### config.mk
export PLATFORM = sky130hd
export DESIGN_NAME = muldiv_sequencer_flat
export DESIGN_NICKNAME = d
export VERILOG_FILES = /design/src/rtl/riscv_pkg.sv /design/src/rtl/muldiv_sequencer_if.sv /design/src/rtl/muldiv_step.sv /design/src/rtl/muldiv_sequencer.sv /design/src/flat_wrapper.sv
export SDC_FILE = /design/constraint.sdc
export NUM_CORES = 1
export LEC_CHECK = 0
export CORE_MARGIN = 2
export CORE_UTILIZATION = 45
export CTS_BUF_LIST = sky130_fd_sc_hd__clkbuf_4 sky130_fd_sc_hd__clkbuf_8 sky130_fd_sc_hd__clkbuf_16
export DETAILED_ROUTE_END_ITERATION = 16
export PLACE_DENSITY = 0.77
export SYNTH_ARGS = -nofsm -noshare
export SYNTH_HDL_FRONTEND = slang
export SYNTH_SLANG_ARGS = --single-unit
### constraint.sdc
create_clock -name Clk -period 3.85 [get_ports Clk]
set_input_delay 0.5775 -clock Clk [delete_from_list [all_inputs] [get_ports Clk]]
set_output_delay 0.5775 -clock Clk [all_outputs]
set_load 0.03 [all_outputs]
### src/rtl/riscv_pkg.sv
// Shared definitions for the multi-cycle multiply/divide sequencer:
// datapath width, iteration counter width, FSM states and Op encodings.
package riscv_pkg;

    localparam int L  = 16;
    localparam int CW = $clog2(L) + 1;

    typedef enum logic [1:0] {
        IDLE = 2'd0,
        RUN  = 2'd1,
        DONE = 2'd2
    } state_e;

    localparam logic OP_MUL = 1'b0;
    localparam logic OP_DIV = 1'b1;

endpackage

### src/rtl/muldiv_sequencer_if.sv
// Decode/register-file side bus of the multiply/divide sequencer.
// The master drives requests; the slave (sequencer) returns stall and results.
interface muldiv_sequencer_if;
    import riscv_pkg::*;

    logic         Start;
    logic         Op;
    logic [L-1:0] OperandB;
    logic [L-1:0] OperandC;
    logic         Stall;
    logic         WriteEnable;
    logic [L-1:0] ResultLo;
    logic [L-1:0] ResultHi;
    logic         Zero;
    logic         DivByZero;

    modport master (
        output Start, Op, OperandB, OperandC,
        input  Stall, WriteEnable, ResultLo, ResultHi, Zero, DivByZero
    );

    modport slave (
        input  Start, Op, OperandB, OperandC,
        output Stall, WriteEnable, ResultLo, ResultHi, Zero, DivByZero
    );

endinterface

### src/rtl/muldiv_step.sv
// One combinational iteration: shift-add multiply step or restoring divide step
// on the {acc, shift register} pair.
module muldiv_step
    import riscv_pkg::*;
(
    input  logic         op_i,
    input  logic [L:0]   acc_i,
    input  logic [L-1:0] sr_i,
    input  logic [L-1:0] operand_i,
    output logic [L:0]   acc_o,
    output logic [L-1:0] sr_o
);

    logic [L:0]   mul_sum;
    logic [L:0]   div_shift;
    logic [L+1:0] div_diff;

    always_comb begin
        mul_sum   = sr_i[0] ? (acc_i + {1'b0, operand_i}) : acc_i;
        div_shift = {acc_i[L-1:0], sr_i[L-1]};
        // Extra top bit of the difference is the borrow of the trial subtract.
        div_diff  = {1'b0, div_shift} - {2'b00, operand_i};

        if (op_i == OP_MUL) begin
            acc_o = {1'b0, mul_sum[L:1]};
            sr_o  = {mul_sum[0], sr_i[L-1:1]};
        end else if (!div_diff[L+1]) begin
            acc_o = div_diff[L:0];
            sr_o  = {sr_i[L-2:0], 1'b1};
        end else begin
            acc_o = div_shift;
            sr_o  = {sr_i[L-2:0], 1'b0};
        end
    end

endmodule

### src/rtl/muldiv_sequencer.sv
// Multi-cycle multiply/divide sequencer. States: IDLE waits for Start,
// RUN iterates L steps, DONE presents registered results with WriteEnable.
module muldiv_sequencer
    import riscv_pkg::*;
(
    input logic               Clk,
    input logic               ResetN,
    muldiv_sequencer_if.slave bus
);

    state_e        state_q;
    logic [CW-1:0] cnt_q;
    logic          op_q;
    logic [L-1:0]  operand_q;
    logic [L:0]    acc_q;
    logic [L-1:0]  sr_q;
    logic [L-1:0]  res_lo_q;
    logic [L-1:0]  res_hi_q;
    logic          zero_q;
    logic          dbz_q;
    logic          we_q;

    logic [L:0]    acc_d;
    logic [L-1:0]  sr_d;
    logic          div_zero;

    assign div_zero = (bus.Op == OP_DIV) && (bus.OperandC == '0);

    muldiv_step u_step (
        .op_i      (op_q),
        .acc_i     (acc_q),
        .sr_i      (sr_q),
        .operand_i (operand_q),
        .acc_o     (acc_d),
        .sr_o      (sr_d)
    );

    always_ff @(posedge Clk or negedge ResetN) begin
        if (!ResetN) begin
            state_q   <= IDLE;
            cnt_q     <= '0;
            op_q      <= OP_MUL;
            operand_q <= '0;
            acc_q     <= '0;
            sr_q      <= '0;
            res_lo_q  <= '0;
            res_hi_q  <= '0;
            zero_q    <= 1'b0;
            dbz_q     <= 1'b0;
            we_q      <= 1'b0;
        end else begin
            we_q <= 1'b0;
            unique case (state_q)
                IDLE: begin
                    if (bus.Start) begin
                        op_q  <= bus.Op;
                        acc_q <= '0;
                        // Multiplier / dividend go into the shift register.
                        if (bus.Op == OP_MUL) begin
                            operand_q <= bus.OperandB;
                            sr_q      <= bus.OperandC;
                        end else begin
                            operand_q <= bus.OperandC;
                            sr_q      <= bus.OperandB;
                        end
                        if (div_zero) begin
                            state_q  <= DONE;
                            we_q     <= 1'b1;
                            res_lo_q <= '1;
                            res_hi_q <= bus.OperandB;
                            zero_q   <= 1'b0;
                            dbz_q    <= 1'b1;
                        end else begin
                            state_q <= RUN;
                            cnt_q   <= CW'(L - 1);
                            dbz_q   <= 1'b0;
                        end
                    end
                end
                RUN: begin
                    acc_q <= acc_d;
                    sr_q  <= sr_d;
                    if (cnt_q == '0) begin
                        state_q  <= DONE;
                        we_q     <= 1'b1;
                        res_lo_q <= sr_d;
                        res_hi_q <= acc_d[L-1:0];
                        zero_q   <= (op_q == OP_MUL) ? ({acc_d[L-1:0], sr_d} == '0)
                                                     : (sr_d == '0);
                    end else begin
                        cnt_q <= cnt_q - CW'(1);
                    end
                end
                DONE: state_q <= IDLE;
                default: state_q <= IDLE;
            endcase
        end
    end

    // Stall must rise in the request cycle itself, so it cannot be registered.
    assign bus.Stall       = ResetN && ((state_q == IDLE && bus.Start) || state_q == RUN);
    assign bus.WriteEnable = we_q;
    assign bus.ResultLo    = res_lo_q;
    assign bus.ResultHi    = res_hi_q;
    assign bus.Zero        = zero_q;
    assign bus.DivByZero   = dbz_q;

endmodule

### src/flat_wrapper.sv
// flat-port wrapper written by rule: the top's interface ports become plain ports
module muldiv_sequencer_flat import riscv_pkg::*;
  (Clk, ResetN, bus_Start, bus_Op, bus_OperandB, bus_OperandC, bus_Stall, bus_WriteEnable, bus_ResultLo, bus_ResultHi, bus_Zero, bus_DivByZero);
  muldiv_sequencer_if bus_i ();
  input logic Clk;
  input logic ResetN;
  input wire logic [$bits(bus_i.Start)-1:0] bus_Start;
  input wire logic [$bits(bus_i.Op)-1:0] bus_Op;
  input wire logic [$bits(bus_i.OperandB)-1:0] bus_OperandB;
  input wire logic [$bits(bus_i.OperandC)-1:0] bus_OperandC;
  output wire logic [$bits(bus_i.Stall)-1:0] bus_Stall;
  output wire logic [$bits(bus_i.WriteEnable)-1:0] bus_WriteEnable;
  output wire logic [$bits(bus_i.ResultLo)-1:0] bus_ResultLo;
  output wire logic [$bits(bus_i.ResultHi)-1:0] bus_ResultHi;
  output wire logic [$bits(bus_i.Zero)-1:0] bus_Zero;
  output wire logic [$bits(bus_i.DivByZero)-1:0] bus_DivByZero;
  assign bus_i.Start = bus_Start;
  assign bus_i.Op = bus_Op;
  assign bus_i.OperandB = bus_OperandB;
  assign bus_i.OperandC = bus_OperandC;
  assign bus_Stall = bus_i.Stall;
  assign bus_WriteEnable = bus_i.WriteEnable;
  assign bus_ResultLo = bus_i.ResultLo;
  assign bus_ResultHi = bus_i.ResultHi;
  assign bus_Zero = bus_i.Zero;
  assign bus_DivByZero = bus_i.DivByZero;
  muldiv_sequencer u_core (.Clk(Clk), .ResetN(ResetN), .bus(bus_i));
endmodule
# --- Yosys cells after proc, flatten, opt, wreduce, memory -nomap -nowiden ---
# Index checks and enable logic that the tools add are counted.
# Widths: inputs -> output; s select.
totals:
  latch_bits: 0
  output_inout_bits: 36
  inputBits: 36
  mem_count: 0
  mem_bits_ro: 0
  ff_bits: 92
  ramBits: 0
classes:
  n_mux: 36
  n_addsub: 3
  mul: 0
  n_bitwise: 0
  n_shift: 0
  div: 0
  eq_ne: 6
  order_cmp: 0
  n_reduce_logical: 15
op_table:
  columns: ["op", "n"]
  rows:
  - ["$mux 16", 10]
  - ["$pmux 16 s2", 3]
  - ["$mux 17", 4]
  - ["$pmux 17 s2", 1]
  - ["$logic_not 16->1", 2]
  - ["$logic_not 32->1", 1]
  - ["$sub 17x16->18", 1]
  - ["$add 17x16->17", 1]
  - ["$mux 5", 3]
  - ["$pmux 5 s2", 1]
  - ["$mux 1", 8]
  - ["$reduce_and 4->1", 2]
  - ["$mux 2", 3]
  - ["$ne 2x2->1 const B", 3]
  - ["$reduce_and 2->1", 3]
  - ["$logic_not 5->1", 1]
  - ["$sub 5x1->5 const B", 1]
  - ["$ne 2x1->1 const B", 2]
  - ["$pmux 1 s2", 2]
  - ["$pmux 2 s2", 1]
  - ["$logic_and 1x1->1", 3]
  - ["$eq 2x1->1 const B", 1]
  - ["$logic_not 2->1", 1]
  - ["$reduce_bool 2->1", 1]
  - ["$logic_or 1x1->1", 1]

# --- Depth between registers and ports, before layout ---
# Gate-level depths: netlist of the first run.
logic_depth:
  ltp_word: 7
  ltp_mapped: 13

# --- Cells and area by module ---
# Synthesis of the first run repeated with hierarchy kept, for this count alone.
hier_totals:
  cells_unflattened: 781
  area_unflattened_um2: 6618.8
modules_own_cells:
  columns: ["module", "area_each_um2", "instances", "seq_area_each_um2", "cells_per_inst"]
  rows:
  - ["muldiv_sequencer", 4217.8, 1, 2302.2, 440]
  - ["muldiv_step", 2401.1, 1, 0.0, 341]

# --- Worst setup path before layout of the first run ---
# Ideal clock, no wire load.
synth_path:
  kind: "register -> register"
  start: "register u_core.operand_q[1]"
  end: "register u_core.zero_q, in the netlist u_core.bus.Zero"
  path_slack_ps: 1092
  stages_incl_launch_ff: 12
  period_less_slack_ps: 2758
  arrival_time_ps: 2682
  n_path_buf: 0
  path_cell_list: "dfrtp_1 -> inv_1 -> ha_1 -> nor2b_1 -> o2111ai_1 -> a211oi_1 -> nor3_4 -> a21oi_1 -> or4_4 -> nor3_2 -> nand4b_1 -> o21ai_1"
synth_between:
  elab_chain_cells: 7
  word_cells_on_any_way: 12
  cone_classes: "add/sub (2); mux (8); reduce/logical (2)"
synth_rtl:
  columns: ["item", "line", "text"]
  rows:
  - ["start, declared", "muldiv_sequencer.sv:14", "logic [L-1:0] operand_q;"]
  - ["start signal, assigned", "muldiv_sequencer.sv:60", "operand_q <= bus.OperandB;"]
  - ["start signal, assigned", "muldiv_sequencer.sv:63", "operand_q <= bus.OperandC;"]
  - ["$sub 17x16->18 or $add 17x16->17 (tied branches)", "muldiv_step.sv:22, muldiv_step.sv:19", null]
  - ["$mux 1, or another cell as far along", "muldiv_step.sv:27", "end else if (!div_diff[L+1]) begin"]
  - ["$mux 16 or $mux 17 (tied branches)", "muldiv_step.sv:24", "if (op_i == OP_MUL) begin"]
  - ["$logic_not 32->1 or $logic_not 16->1 (tied branches)", "muldiv_sequencer.sv:88, muldiv_sequencer.sv:89", null]
  - ["$mux 1 *", "muldiv_sequencer.sv:88", "zero_q <= (op_q == OP_MUL) ? ({acc_d[L-1:0], sr_d} == '0)"]
  - ["$mux 1 *", "muldiv_sequencer.sv:83", "if (cnt_q == '0) begin"]
  - ["$pmux 1 s2 *", "muldiv_sequencer.sv:53", "unique case (state_q)"]
  - ["end signal, assigned", "muldiv_sequencer.sv:88", null]
  - ["end, declared", "muldiv_sequencer.sv:19", "logic zero_q;"]
# Mark *: on every way between the ends. The rest lies on a longest branch, timed or not. The select of a mux whose other input is x is not followed.
# A chain may end at the register's enable or synchronous reset.

# --- Worst setup path in the final report of the first run ---
# Ends and elaborated chain as after synthesis.

==> results of run 1 <==
## area by class of cell
class	count	area (sq um)	share of cell area, %
clock buffers	10	239.0	3.080
clock inverters	6	55.05	0.7094
inverters	29	108.9	1.403
multi-input cells	610	3995	51.48
flip-flops and latches	92	2303	29.68
well taps	184	230.2	2.967
repair buffers	86	828.3	10.67
## final timing paths
path,cells after the start,start,end,slack [ns]
worst max-delay path,11,u_core.operand_q[1],u_core.bus.Zero,0.42
worst min-delay path,1,ResetN,u_core.bus.ResultLo[9],0.15
worst max register to register,11,u_core.operand_q[1],u_core.bus.Zero,0.42
worst min register to register,2,u_core.bus.ResultHi[4],u_core.bus.ResultHi[4],0.49
max in group asynchronous,2,ResetN,u_core.acc_q[5],2.55
min in group Clk,2,u_core.bus.ResultHi[4],u_core.bus.ResultHi[4],0.49
## flip-flops by register name, summed over array words and instances, names as in the netlist
signal                  flops
u_core.sr_q                16
u_core.acc_q               17
u_core.bus.WriteEnable      1
u_core.operand_q           16
u_core.bus.Zero             1
u_core.cnt_q                5
u_core.bus.DivByZero        1
u_core.bus.ResultLo        16
u_core.state_q              2
u_core.bus.ResultHi        16
u_core.op_q                 1
## cells by family after synthesis
group | synth area share (%)
adders and majority gates | 7.068
muxes | 7.030
DFF | 34.96
buffers and inverters | 4.408
and+or+nand+nor | 19.78
AOI/OAI and AO/OA | 24.09
xor gates and xnor gates | 2.660
## cells in the mapped netlist (all sizes together), types with 3 or more instances
cell | number | area share [%]
a211o | 5 | 0.66
a211oi | 35 | 4.1
a21o | 18 | 2.1
a21oi | 57 | 4.3
a31o | 3 | 0.40
a31oi | 8 | 0.85
a32oi | 3 | 0.40
and2 | 5 | 0.51
and3 | 9 | 0.85
buf | 11 | 0.70
clkbuf | 36 | 2.1
dfrtp | 92 | 35
ha | 34 | 6.5
inv | 27 | 1.5
mux2i | 44 | 6.7
nand2 | 89 | 5.1
nand2b | 7 | 0.66
nand3 | 16 | 1.3
nand4 | 7 | 0.66
nor2 | 67 | 3.8
nor2b | 17 | 1.6
nor3 | 23 | 2.0
nor4 | 5 | 0.70
nor4b | 3 | 0.40
o211ai | 14 | 1.7
o21a | 9 | 1.0
o21ai | 57 | 4.3
o22ai | 3 | 0.29
o31a | 3 | 0.40
or2 | 3 | 0.29
or3 | 9 | 0.85
xnor2 | 12 | 1.6
xor2 | 8 | 1.1
## worst reg2reg max path, cell delays in order (launching register included)
cell and delay (ns):
dfrtp_1 0.40, inv_1 0.14, ha_1 0.25, nor2b_1 0.14, o2111ai_1 0.38, a211oi_1 0.22, nor3_4 0.61, a21oi_1 0.22
or4_4 0.57, nor3_2 0.16, nand4b_1 0.11, o21ai_1 0.15
## metal layers
layer	track usage [%]	share of wire, %	up-vias
li1	-	-	2934
met1	34.05	43	2976
met2	39.90	47	284
met3	3.979	7.2	48
met4	9.608	3.0	0
met5	0	0	-
## through the flow
| step | hold WS (ns) | instances | instance area [sq um] | utilization (%) | setup slack [ns] |
|---|---|---|---|---|---|
| 2_1_floorplan | 0.2819 | 778 | 6585 | - | 1.092 |
| 3_3_place_gp | 0.4627 | 1001 | 7466 | 51.76 | 0.4988 |
| 3_5_place_dp | 0.4787 | 1001 | 7466 | 51.76 | 0.4519 |
| 4_1_cts | 0.1612 | 1017 | 7760 | 53.80 | 0.4538 |
| 5_1_grt | 0.1833 | 1017 | 7760 | 53.80 | 0.1130 |
| 6_report | 0.1475 | 1017 | 7760 | 53.80 | 0.4245 |
==> impl_results.md, run 1 <==
* Avg WL per Cell at 19.41 um
* Post-route clock period utilization at 88.97%
* Worst Path Buf+Inv at 1
* Synth Register Bits at 92
* Initial antenna violation count at 0
* CTS resizes at 0
* Initial DRC Count at 597
* Largest net degree at the start of global routing at 63
* Pins over their slew limit at 0
* # DRC at 0
* Fmax at 291.9 MHz
* Root Buffer: clkbuf_16
* Sequential area share after synthesis at 34.96%
* Slowest stage delay, CP at 0.61 ns
* Share of layout cells above drive strength 1 at 6.363%
* Setup violations, final at 0
* Hold buffers post-CTS at 0
* Critical path capture point type: flop
* Clk_lat worst skew at 0.35 ns
* Num rows at 44
* Tightest Pin Transition at 0.8010 ns
* Area of the core at 14,420 sq um
* DR pass1 iterations at 5
* Port bufs at 71
* Overflow after GRT at 0
* RSZ-0062 raised after global routing: false
* Crit Path Class: reg2reg
* Post-synth EDFFs at 0
* Post-route setup TNS at 0 ns
* Post-route minimum period at 3.426 ns
* Ports at 72
* GP Congestion at 1.032
* Crit Path Max Fanout at 16
* Hold crit path type: in2async
* Commonest non-fill, non-tap cell in the layout: dfrtp_1
* Syn_nets at 850
* Top_reg_cell synth: dfrtp_1
* First-pass GRT wire length at 31,390 um
* Crit-path cells: inv_1 -> ha_1 -> nor2b_1 -> o2111ai_1 -> a211oi_1 -> nor3_4 -> a21oi_1 -> or4_4 -> nor3_2 -> nand4b_1 -> o21ai_1
* Final net count at 900
* DPL Wire Length at 14,470 um
* CTS Buffer Depth at 2
* Antenna Cells at 0
* CP required at 4.13 ns
* Max_cap viols at 0
* Most frequent cells in the layout: dfrtp_1, nand2_1, clkdlybuf4s50_1, nor2_1, a21oi_1
* Crit path DAT at 3.70 ns
* Clock sinks at 92
* Number of global-route vias before repair at 5,889
* Yosys warns at 0
* Post-synth ARST share at 100.0%
* Post-CTS Setup Bufs at 0
* Clk slew on worst S/H paths at 0.07 ns
* Status: completed
* Initial Util at 45.65%
* Via count at 6,242
* Die Wd at 125.0 um
* Area delta synth->final at 17.84%
* Crit-path slowest cell: nor3_4
* Vias per inst at 6.138
* CTS tree: yes
* Total number of H-tree levels at 3
* Yosys cell types at 71
* Synth Area per Inst at 8.464 sq um
* Die Ht at 125.0 um
* Netlist Area Pre-Place at 6585 sq um
* Tot GR Track Use at 24.90%
* Top delay family on crit path: simple AND/OR/NAND/NOR gates
* Filler Cell Count at 1,324
* Die area at 15,620 sq um
* Relative slew slack at 46.60%
* Antenna Nets Post-Route at 0
* Clk_skew at 0.007580 ns
* CTS Buf Count at 9
* Cell count after synthesis at 778
* Final Hold Viols at 0
* Final wirelength at 19,740 um
* Critical path launch point type: flop
Power of run 1 is not shown: default switching activity piles up to over one toggle a cycle in this logic, so the estimate is an artifact.
==> inputs of run 2 (changes only) <==
--- a/config.mk
+++ b/config.mk
@@ -6,10 +6,10 @@
 export NUM_CORES = 1
 export LEC_CHECK = 0
 export CORE_MARGIN = 2
-export CORE_UTILIZATION = 45
+export CORE_UTILIZATION = 43
 export CTS_BUF_LIST = sky130_fd_sc_hd__clkbuf_4 sky130_fd_sc_hd__clkbuf_8 sky130_fd_sc_hd__clkbuf_16
 export DETAILED_ROUTE_END_ITERATION = 16
-export PLACE_DENSITY = 0.77
+export PLACE_DENSITY = 0.75
 export SYNTH_ARGS = -nofsm -noshare
 export SYNTH_HDL_FRONTEND = slang
 export SYNTH_SLANG_ARGS = --single-unit
==> impl_results.md, run 2 (synthesis results as in run 1) <==
* CTS Buffer Depth at 2 (unchanged)
* Die Wd at 127.8 um (+2.2%)
* Crit path DAT at 3.63 ns (-0.07 ns)
* Post-CTS Setup Bufs at 0 (unchanged)
* DR pass1 iterations at 5 (unchanged)
* Worst Path Buf+Inv at 1 (unchanged)
* Crit-path cells: inv_1 -> ha_1 -> nor2b_1 -> o2111ai_1 -> a211oi_1 -> nor3_4 -> a21oi_1 -> or4_4 -> nor3_2 -> nand4b_1 -> o21ai_1
* Number of global-route vias before repair at 6,042 (+2.6%)
* Share of layout cells above drive strength 1 at 6.475% (+0.11 points)
* Fin area at 7811 sq um (+0.66%)
* GP Congestion at 0.9789 (-5.2%)
* Initial antenna violation count at 0 (unchanged)
* Critical path launch point type: flop
* Vias per inst at 6.165 (+0.45%)
* Layout Cells excl Fill at 1,022 (+0.49%)
* Area delta synth->final at 18.62%
* Most flops, register: u_core.acc_q
* Crit Path Max Fanout at 7 (-9)
* First-pass GRT wire length at 31,750 um (+1.2%)
* Filler Cell Count at 1,416 (+6.9%)
* Top delay family on crit path: simple AND/OR/NAND/NOR gates
* Final net count at 901 (+0.11%)
* Final wirelength at 19,710 um (-0.13%)
* Hold crit path type: in2async
* Post-route minimum period at 3.361 ns (-0.06483 ns)
* Max_cap viols at 0 (unchanged)
* Clk_skew at 0.009301 ns (+0.001721 ns)
* Area of the core at 15,090 sq um (+4.6%)
* Hold buffers post-CTS at 0 (unchanged)
* Clock sinks at 92 (unchanged)
* Critical path capture point type: flop
* Port bufs at 71 (unchanged)
* CP required at 4.12 ns (about the same)
* Initial Util at 43.64% (-2.0 points)
* CTS Buf Count at 9 (unchanged)
* Via count at 6,301 (+0.95%)
* Critical Path Stages at 11 (unchanged)
* Max reg flops at 17 (unchanged)
* Crit-path slowest cell: or4_4
* Avg WL per Cell at 19.29 um (-0.62%)
* Num rows at 45 (+2.3%)
* Tightest Pin Transition at 0.7693 ns (-0.03166 ns)
* Initial DRC Count at 436 (-27%)
* Overflow after GRT at 0 (unchanged)
* CTS tree: yes
* Antenna Nets Post-Route at 0 (unchanged)
* Ports at 72 (unchanged)
* Worst Reg-to-Reg Cells at 11 (unchanged)
* Commonest non-fill, non-tap cell in the layout: dfrtp_1
* Largest net degree at the start of global routing at 60 (-4.8%)
* # DRC at 0 (unchanged)
* Post-route clock period utilization at 87.29% (-1.7 points)
* Most frequent cells in the layout: dfrtp_1, nand2_1, clkdlybuf4s50_1, nor2_1, a21oi_1
* Post-route setup TNS at 0 ns (unchanged)
* Placed cells at 1,006 (+0.50%)
* Pins over their slew limit at 0 (unchanged)
* RSZ-0062 raised after global routing: false
* Clk slew on worst S/H paths at 0.07 ns (about the same)
* Antenna Cells at 0 (unchanged)
* Die Ht at 127.8 um (+2.2%)
* DPL Wire Length at 14,480 um (about the same)
* Status: completed
* Total number of H-tree levels at 3 (unchanged)
* Die area at 16,320 sq um (+4.5%)
* Clk_lat worst skew at 0.34 ns (about the same)
* Area after DPL at 7466 sq um (unchanged)
* CTS resizes at 0 (unchanged)
* Final Hold Viols at 0 (unchanged)
* Setup violations, final at 0 (unchanged)
* Tot GR Track Use at 24.42% (-0.48 points)
* Relative slew slack at 48.71% (+2.1 points)
* Fmax at 297.6 MHz (+1.9%)
* Crit Path Class: reg2reg
* Slowest stage delay, CP at 0.57 ns (-0.04 ns)
* Root Buffer: clkbuf_16
-- run 2: changes by cell type in the layout (fill, tap and decap cells not counted) --
cell / before / now
bufinv_16: 0 / 3
clkinv_2: 0 / 1
buf_12: 1 / 0
clkinvlp_4: 2 / 1
clkbuf_8: 1 / 0
buf_4: 15 / 17
inv_8: 2 / 0
inv_6: 1 / 2
clkinv_4: 1 / 0
-- run 2: worst register-to-register path, stage by stage (launching register included) --
cell and delay (ns):
dfrtp_1 0.41, inv_1 0.16, ha_1 0.25, nor2b_1 0.15
o2111ai_1 0.43, a211oi_1 0.22, nor3_4 0.42, a21oi_1 0.24
or4_4 0.57, nor3_2 0.16, nand4b_1 0.12, o21ai_1 0.15
-- run 2: cell type report --
| cell class | count | area [sq um] | share of cell area (%) |
|---|---|---|---|
| Timing Repair Buffer | 87 | 823.3 | 10.54 |
| Multi-Input combinational cell | 610 | 3995 | 51.15 |
| Tap cell | 188 | 235.2 | 3.011 |
| Clock buffer | 9 | 225.2 | 2.883 |
| Inverter | 29 | 108.9 | 1.394 |
| Sequential cell | 92 | 2303 | 29.49 |
| Clock inverter | 7 | 120.1 | 1.538 |
-- run 2: final timing paths --
check / start / to / slack (ns)
min in group Clk: u_core.bus.ResultHi[2] / u_core.bus.ResultHi[2] / 0.50
max in group asynchronous: ResetN / u_core.operand_q[1] / 2.56
worst min-delay path: ResetN / u_core.bus.ResultLo[9] / 0.16
worst max-delay path: u_core.operand_q[1] / u_core.bus.Zero / 0.49
worst min register to register: u_core.bus.ResultHi[2] / u_core.bus.ResultHi[2] / 0.50
worst max register to register: u_core.operand_q[1] / u_core.bus.Zero / 0.49
-- run 2: metal layers --
layer	part of all wire, %	global-route usage, %
met2	47	39.38
met5	0	0
met3	6.3	3.130
met4	3.9	10.92
met1	43	32.98
-- run 2: through the flow --
step	worst slack [ns]	hold slack [ns]	utilization, %
after global routing	0.2067	0.2079	51.77
after CTS	0.5399	0.1812	51.77
after detailed placement	0.4395	0.4787	49.48
after global placement	0.5059	0.4808	49.48
after floorplan	1.092	0.2819	-
final	0.4893	0.1596	51.77
Power of run 2 is left out for the same reason.
==> inputs of run 3 (changes only) <==
--- a/config.mk
+++ b/config.mk
@@ -9,6 +9,8 @@
 export CORE_UTILIZATION = 43
 export CTS_BUF_LIST = sky130_fd_sc_hd__clkbuf_4 sky130_fd_sc_hd__clkbuf_8 sky130_fd_sc_hd__clkbuf_16
 export DETAILED_ROUTE_END_ITERATION = 16
+export GPL_ROUTABILITY_DRIVEN = 0
+export HOLD_SLACK_MARGIN = 0.1
 export PLACE_DENSITY = 0.75
 export SYNTH_ARGS = -nofsm -noshare
 export SYNTH_HDL_FRONTEND = slang
==> results of run 3 <==
No change in the layout: final DEF, timing and power equal those of run 2.
Power of run 3 is left out for the same reason.
